<file path="config.mk">
export PLATFORM = sky130hd
export DESIGN_NAME = seq_generator
export DESIGN_NICKNAME = d
export VERILOG_FILES = /design/src/rtl/seq_pkg.sv /design/src/rtl/seq_gen_shreg.sv /design/src/rtl/seq_generator.sv
export SDC_FILE = /design/constraint.sdc
export NUM_CORES = 1
export LEC_CHECK = 0
export ABC_AREA = 1
export CORE_ASPECT_RATIO = 1.2
export CORE_MARGIN = 3
export CORE_UTILIZATION = 40
export CTS_CLUSTER_SIZE = 12
export DETAILED_ROUTE_END_ITERATION = 8
export GPL_TIMING_DRIVEN = 0
export HOLD_SLACK_MARGIN = 0.08
export PLACE_DENSITY = 0.68
export SLEW_MARGIN = 20
export SYNTH_ARGS = -nofsm -noshare
export SYNTH_HDL_FRONTEND = slang
export SYNTH_SLANG_ARGS = --single-unit
</file>
<file path="constraint.sdc">
create_clock -name clk -period 1.7 [get_ports clk]
set_input_delay 0.17 -clock clk [delete_from_list [all_inputs] [get_ports clk]]
set_output_delay 0.17 -clock clk [all_outputs]
set_load 0.02 [all_outputs]
</file>
<file path="src/rtl/seq_pkg.sv">
// Shared types and default parameters for the serial pattern generator.
package seq_pkg;

  // FSM state encoding
  typedef enum logic [1:0] {
    ST_IDLE  = 2'd0,
    ST_SHIFT = 2'd1,
    ST_GAP   = 2'd2,
    ST_DONE  = 2'd3
  } seq_state_t;

  localparam int DEF_WIDTH = 8;
  localparam int DEF_CNT_W = 4;
  localparam int DEF_GAP   = 0;

endpackage

</file>
<file path="src/rtl/seq_gen_shreg.sv">
// MSB-first shift register with a capture copy so the pattern can be replayed.
module seq_gen_shreg #(
  parameter int WIDTH = seq_pkg::DEF_WIDTH
) (
  input  logic             clk,
  input  logic             rst,
  input  logic             load,
  input  logic             reload,
  input  logic             shift,
  input  logic [WIDTH-1:0] din,
  output logic             msb
);

  logic [WIDTH-1:0] cap;
  logic [WIDTH-1:0] sh;

  // Capture/reload/shift; zeros shift in so the register empties after the last bit
  always_ff @(posedge clk or posedge rst) begin
    if (rst) begin
      cap <= '0;
      sh  <= '0;
    end else if (load) begin
      cap <= din;
      sh  <= din;
    end else if (reload) begin
      sh <= cap;
    end else if (shift) begin
      sh <= {sh[WIDTH-2:0], 1'b0};
    end
  end

  assign msb = sh[WIDTH-1];

endmodule

</file>
<file path="src/rtl/seq_generator.sv">
// Serial pattern generator: sends a captured pattern MSB first, reps times,
// with optional idle gap cycles between repetitions.
module seq_generator
  import seq_pkg::*;
#(
  parameter int WIDTH = DEF_WIDTH,
  parameter int CNT_W = DEF_CNT_W,
  parameter int GAP   = DEF_GAP
) (
  input  logic             clk,
  input  logic             rst,
  input  logic             start,
  input  logic [WIDTH-1:0] pattern,
  input  logic [CNT_W-1:0] reps,
  output logic             out,
  output logic             out_vld,
  output logic             busy,
  output logic             done
);

  localparam int BW = (WIDTH > 2) ? $clog2(WIDTH) : 1;
  localparam logic [BW-1:0] BIT_LAST = BW'(WIDTH - 1);
  localparam logic [3:0]    GAP_LAST = (GAP > 0) ? 4'(GAP - 1) : 4'd0;
  localparam logic [CNT_W-1:0] ONE   = CNT_W'(1);

  seq_state_t       state;
  logic [BW-1:0]    bitcnt;
  logic [3:0]       gapcnt;
  logic [CNT_W-1:0] repcnt;
  logic             ld;
  logic             rld;
  logic             shf;
  logic             accept;
  logic             last_bit;
  logic             more;

  assign accept   = (state == ST_IDLE) && start;
  assign last_bit = (state == ST_SHIFT) && (bitcnt == BIT_LAST);
  assign more     = repcnt > ONE;

  // Shift-register control decoded from the current state
  always_comb begin
    ld  = accept;
    rld = 1'b0;
    shf = 1'b0;
    if (state == ST_SHIFT) begin
      if (last_bit && more && (GAP == 0)) rld = 1'b1;
      else                                shf = 1'b1;
    end else if ((state == ST_GAP) && (gapcnt == GAP_LAST)) begin
      rld = 1'b1;
    end
  end

  // FSM, counters and registered status outputs
  always_ff @(posedge clk or posedge rst) begin
    if (rst) begin
      state   <= ST_IDLE;
      bitcnt  <= '0;
      gapcnt  <= '0;
      repcnt  <= '0;
      out_vld <= 1'b0;
      busy    <= 1'b0;
      done    <= 1'b0;
    end else begin
      case (state)
        ST_IDLE: begin
          done <= 1'b0;
          if (start) begin
            state   <= ST_SHIFT;
            bitcnt  <= '0;
            repcnt  <= (reps == '0) ? ONE : reps;
            out_vld <= 1'b1;
            busy    <= 1'b1;
          end
        end
        ST_SHIFT: begin
          if (bitcnt == BIT_LAST) begin
            bitcnt <= '0;
            if (repcnt != '0) repcnt <= repcnt - ONE;
            if (more) begin
              if (GAP > 0) begin
                state   <= ST_GAP;
                gapcnt  <= '0;
                out_vld <= 1'b0;
              end
            end else begin
              state   <= ST_DONE;
              out_vld <= 1'b0;
              busy    <= 1'b0;
              done    <= 1'b1;
            end
          end else begin
            bitcnt <= bitcnt + 1'b1;
          end
        end
        ST_GAP: begin
          if (gapcnt == GAP_LAST) begin
            state   <= ST_SHIFT;
            gapcnt  <= '0;
            out_vld <= 1'b1;
          end else begin
            gapcnt <= gapcnt + 1'b1;
          end
        end
        default: begin
          state <= ST_IDLE;
          done  <= 1'b0;
        end
      endcase
    end
  end

  seq_gen_shreg #(
    .WIDTH(WIDTH)
  ) u_shreg (
    .clk    (clk),
    .rst    (rst),
    .load   (ld),
    .reload (rld),
    .shift  (shf),
    .din    (pattern),
    .msb    (out)
  );

endmodule
</file>
-- Word-level counts from Yosys, hierarchy flattened
Cells that the tools add are included.
- word-level logic and storage cells: 70
- input bits: 15
- output and inout bits: 4
- bits in registers: 32
- bitwise logic cells: 1
- reductions and logical operators: 17
- muxes and demuxes: 31
- add/sub/neg operators: 3
- magnitude comparators: 1
- eq/ne operators: 8
- operators by type and width (kind ; count):
    8-bit two-way mux ; 3
    4-bit two-way mux ; 5
    4-bit AND reduction ; 3
    1-bit two-way mux ; 11
    4-bit logical NOT ; 2
    2-bit two-way mux ; 4
    4-bit one-hot mux with 2 select lines ; 1
    3-bit two-way mux ; 2
    2-bit by 1-bit != test with 1-bit output (second input constant) ; 3
    2-bit one-hot mux with 3 select lines ; 1
    3-bit one-hot mux with 2 select lines ; 1
    3-bit nonzero test ; 2
    5-bit AND reduction ; 1
    4-bit by 1-bit adder with 4-bit output (second input constant) ; 1
    4-bit by 1-bit greater-than comparator with 1-bit output (second input constant) ; 1
    1-bit logical AND ; 4
    2-bit != test (second input constant) ; 2
    1-bit one-hot mux with 2 select lines ; 2
    4-bit nonzero test ; 1
    4-bit by 1-bit subtractor with 4-bit output (second input constant) ; 1
    3-bit by 1-bit adder with 3-bit output (second input constant) ; 1
    3-bit == test (second input constant) ; 1
    1-bit one-hot mux with 3 select lines ; 1
    3-bit AND reduction ; 1
    6 further kinds ; 6

-- Depth between registers and ports, before layout
- word-level depth: 8
- mapped depth: 10
- gate-level depth less buffers: 10

-- By module
Synthesis repeated with hierarchy kept, for this count alone.
- cells, all modules: 227
- area, all modules: 1819.2 sq um
- by module, submodules not included (module ; sequential area each (sq um) ; cells an instance ; area each (sq um) ; times used):
    seq_generator ; 400.4 ; 119 ; 963.4 ; 1
    seq_gen_shreg ; 400.4 ; 108 ; 855.8 ; 1

-- Worst setup path after synthesis
Ideal clock, no wire load.
- path kind: reg2reg
- start: register bitcnt[0]
- end: register u_shreg.sh[1]
- period minus slack after synthesis: 1353 ps
- cell stages (with the launch flop): 10
- library setup time: 77 ps
- data required time: 1623 ps
- path slack: 347 ps
- arrival time: 1276 ps
- path buffers: 0
- path through: dfrtp_1 -> ha_1 -> ha_1 -> inv_1 -> nor2_1 -> nand2_4 -> nand2_4 -> nand2_1 -> nand3_1 -> a21oi_1
- cells in the longest elaborated chain, start to end: 7
- elaborated cells between the ends (all ways): 10
- ends and longest elaborated chain (item ; line ; source):
    start, declared ; seq_generator.sv:27 ; logic [BW-1:0] bitcnt;
    start signal, assigned ; seq_generator.sv:93 ; bitcnt <= bitcnt + 1'b1;
    3-bit == test (*) ; seq_generator.sv:38 ; assign last_bit = (state == ST_SHIFT) && (bitcnt == BIT_LAST);
    1-bit logical AND (*) ; seq_generator.sv:38 ;
    1-bit logical AND (*) ; seq_generator.sv:47 ; if (last_bit && more && (GAP == 0)) rld = 1'b1;
    1-bit two-way mux ; seq_generator.sv:47 ;
    1-bit two-way mux ; seq_generator.sv:46 ; if (state == ST_SHIFT) begin
    8-bit two-way mux ; seq_gen_shreg.sv:25 ; end else if (reload) begin
    8-bit two-way mux ; seq_gen_shreg.sv:22 ; end else if (load) begin
    end signal, assigned ; seq_gen_shreg.sv:24 ; sh <= din;
    end signal, assigned ; seq_gen_shreg.sv:26 ; sh <= cap;
    end signal, assigned ; seq_gen_shreg.sv:28 ; sh <= {sh[WIDTH-2:0], 1'b0};
    end, declared ; seq_gen_shreg.sv:15 ; logic [WIDTH-1:0] sh;
Mark *: on every way between the ends. The rest lies on a longest branch, timed or not.
A chain may end at the register's enable or synchronous reset.

-- Worst setup path after layout
- start: register bitcnt[0]
- end: register u_shreg.sh[3]
The elaborated chain is that of the path after synthesis.

==> flow_summary.toml <==
[floorplanning]
initial_core_util_pct = 42.20
io_pins = 19
dieArea_sq_um = 5079
die_y_um = 77.48
fp.dieW_um = 65.56
core_area_sq_um = 4035
rows = 25

[worst_setup_path]
cp-endpoint = "u_shreg.sh[3]"
slowest_stage = "dfrtp_1"
crit_path_max_incr_delay_ns = 0.40
worstSetupEndpointType = "register"
reg2regPathDepth = 9
worst-path-max-fanout = 8
critPathArrivalTime_ns = 1.73
cp_num_buf_inv = 1
worstSetupPathDepth = 9
critPathKind = "reg2reg"
path_cells = "ha_1, ha_1, inv_1, nor2_1, nand2_4, nand2_4, nand2_1, nand3_1, a21oi_1"
start_kind = "register"
cp-startpoint = "bitcnt[0]"
reg2reg_to = "u_shreg.sh[3]"
timing.rr.start = "bitcnt[0]"
crit_family = "simple AND/OR/NAND/NOR gates"
crit_required_ns = 1.91
ff2ff_setup_slack_ns = 0.18

[drt]
ant_nets = 0
first_pass_iters = 4
via_per_inst = 4.781
drc = 0
vias = 1353
drt_iter0_markers = 37
wirelength_mm = 3.188
wl_per_cell_um = 11.27

[cts]
clk_pin_slew_ns = 0.07
numCtsBuffers = 5
insertion_delay_ns = 0.28
post-cts-setup-buffers = 0
clockBufferDepth = 2
cts_tree = "done"
h-tree-depth = 2
numClockSinks = 32
clockRootBuffer = "clkbuf_8"

[placement]
hpwl_mm = 2.304
dp_cells = 275
port-buffer-count = 18
gp_congestion = 0.7931

[global_routing]
grt_usage_pct = 14.96
antenna_found_initial = 0
grt_max_degree = 33
grt_pass1_vias = 1315
grt_pass1_wl_mm = 5.878
grt-ovfl-total = 0

[power_and_ir_drop]
p_leak_nw = 1.010
max-vdd-ir-drop_v = 0.0005824
p_per_area_nw_per_um2 = 690.9

[logic_synthesis]
synth_top_family_by_area = "simple AND/OR/NAND/NOR gates"
synth_simple_gate_area_share_pct = 26.67
synth_compound_area_share_pct = 11.83
synth_mux_area_share_pct = 0
netlist_area_sq_um = 1703
synthXorXnorAreaFrac_pct = 2.057
syn-num-nets = 224
yosys_warnings = 0
avgSynthCellArea_sq_um = 8.389
synth_seq_cells = 32
synth_cells = 203
synth.yosys.seq_area_share_pct = 47.02
synthAdderAreaFrac_pct = 4.409
ys_types = 24

[timing]
slew_violations = 0
worstMarginPinSlew_ns = 0.6659
tns_ns = 0
min_period_ns = 1.520
finalClockSkew_ns = 0.007234
finalCritPeriodShare_pct = 89.42
timing.slew.headroom_pct = 55.54
hold_violations = 0
max_freq_ghz = 0.6578
setup_viol = 0
rsz0062_at_grt = "false"

[finish]
diodes = 0
fillers = 398
final_nets = 249
seq_area_sq_um = 800.8
multiInputGateArea_sq_um = 768.2
drive_above_1_share_pct = 12.23
area_growth_pct = 20.21
fin_cells = 283

[flow_run]
cap_violations = 0

[min_path]
hold_class = "in2async"

[outcome]
status = "complete, no violations"
final cells by class:
class / instances / share of cell area (%)
clock buffers: 7 / 4.218
well taps: 54 / 3.301
plain buffers: 3 / 0.9780
repair buffers: 18 / 8.802
multi-input cells: 137 / 37.53
flip-flops and latches: 32 / 39.12
inverters: 31 / 5.685
clock inverters: 1 / 0.3667
power breakdown:
group          switching [mW]  total (mW)  internal [mW]
combinational          0.0227      0.0512         0.0286
sequential                  0       0.761          0.761
clock                   0.273       0.601          0.328
total                   0.296        1.41           1.12
registers in the layout, indices dropped and copies added, names as in the netlist:
name and flops:
bitcnt 3, busy 1, done 1, gapcnt 4
out_vld 1, repcnt 4, state 2, u_shreg.cap 8
u_shreg.sh 8
kinds of logic (layout without fill, tap and decap cells):
group	count (synthesis)	in the layout
xor+xnor	4	4
buf+inv	34	60
flops	32	32
simple gates	90	90
fa+ha+maj	6	6
compound gates	37	37
cells in the mapped netlist, drive strengths merged:
cell / number / area, sq um
a21oi: 16 / 80.08
a22o: 1 / 8.760
a32o: 1 / 10.01
buf: 2 / 16.26
clkbuf: 1 / 3.750
dfrtp: 32 / 800.8
ha: 6 / 75.07
inv: 31 / 116.4
nand2: 49 / 216.5
nand3: 19 / 107.6
nor2: 22 / 130.1
o211ai: 2 / 15.01
o21ai: 16 / 80.08
o31ai: 1 / 7.510
xnor2: 3 / 26.28
xor2: 1 / 8.760
through the flow:
step | setup slack (ns) | power [mW] | hold slack, ns | utilization, % | instance area, sq um
floorplan | 0.3469 | 0.7871 | 0.2862 | - | 1703
global placement | 0.03809 | 0.8283 | 0.4599 | 48.34 | 1951
detailed placement | 0.1771 | 0.8283 | 0.4632 | 48.34 | 1951
CTS | 0.1696 | 1.433 | 0.3301 | 50.67 | 2044
global route | 0.007607 | 1.485 | 0.3643 | 50.73 | 2047
finish | 0.1798 | 1.414 | 0.3035 | 50.73 | 2047
placed cells by master, fill, tap and decap left out:
cell type,synthesis,final
nand2_2,4,4
o211ai_1,2,2
nand2_1,42,42
buf_6,1,1
o21ai_1,4,4
nor2_8,2,2
nand2_4,3,3
nor2_1,18,18
a22o_1,1,1
buf_2,1,1
a21oi_1,16,16
dfrtp_1,32,32
nand3_1,18,18
xor2_1,1,1
clkbuf_8,0,6
o21ai_0,12,12
inv_1,26,25
inv_2,5,6
clkinvlp_4,0,1
nand3_4,1,1
nor2_4,2,2
ha_1,6,5
ha_2,0,1
clkbuf_1,1,2
xnor2_1,3,3
clkdlybuf4s50_1,0,18
o31ai_1,1,1
a32o_1,1,1
per-layer routing:
| layer | routed length [um] | GRT usage [%] | vias to the layer above |
|---|---|---|---|
| met4 | 37 | 6.017 | 0 |
| met3 | 118 | 4.920 | 5 |
| met2 | 1545 | 22.70 | 19 |
| met5 | 0 | 0 | - |
| met1 | 1487 | 19.53 | 625 |
| li1 | - | - | 704 |
worst reg2reg max path: stages (launching register included):
cell and delay, ns:
dfrtp_1 0.40, ha_1 0.21, ha_1 0.20, inv_1 0.09, nor2_1 0.08, nand2_4 0.11, nand2_4 0.10, nand2_1 0.09
nand3_1 0.07, a21oi_1 0.12
worst min path at each step:
stage | startpoint | to | slack (ns) | cells past startpoint
after global routing | rst | out_vld | 0.36 | 2
after detailed placement | busy | busy | 0.46 | 2
final | rst | out_vld | 0.30 | 2
after floorplan | rst | bitcnt[0] | 0.29 | 1
after global placement | busy | busy | 0.46 | 2
after CTS | rst | out_vld | 0.33 | 2
what timing repair did:
item / in CTS / in global routing
hold buffers: 0 / 0
resized for setup: 0 / 1
endpoints found under the setup margin: 0 / 2
Note: power is estimated with default switching activity, not from simulation.
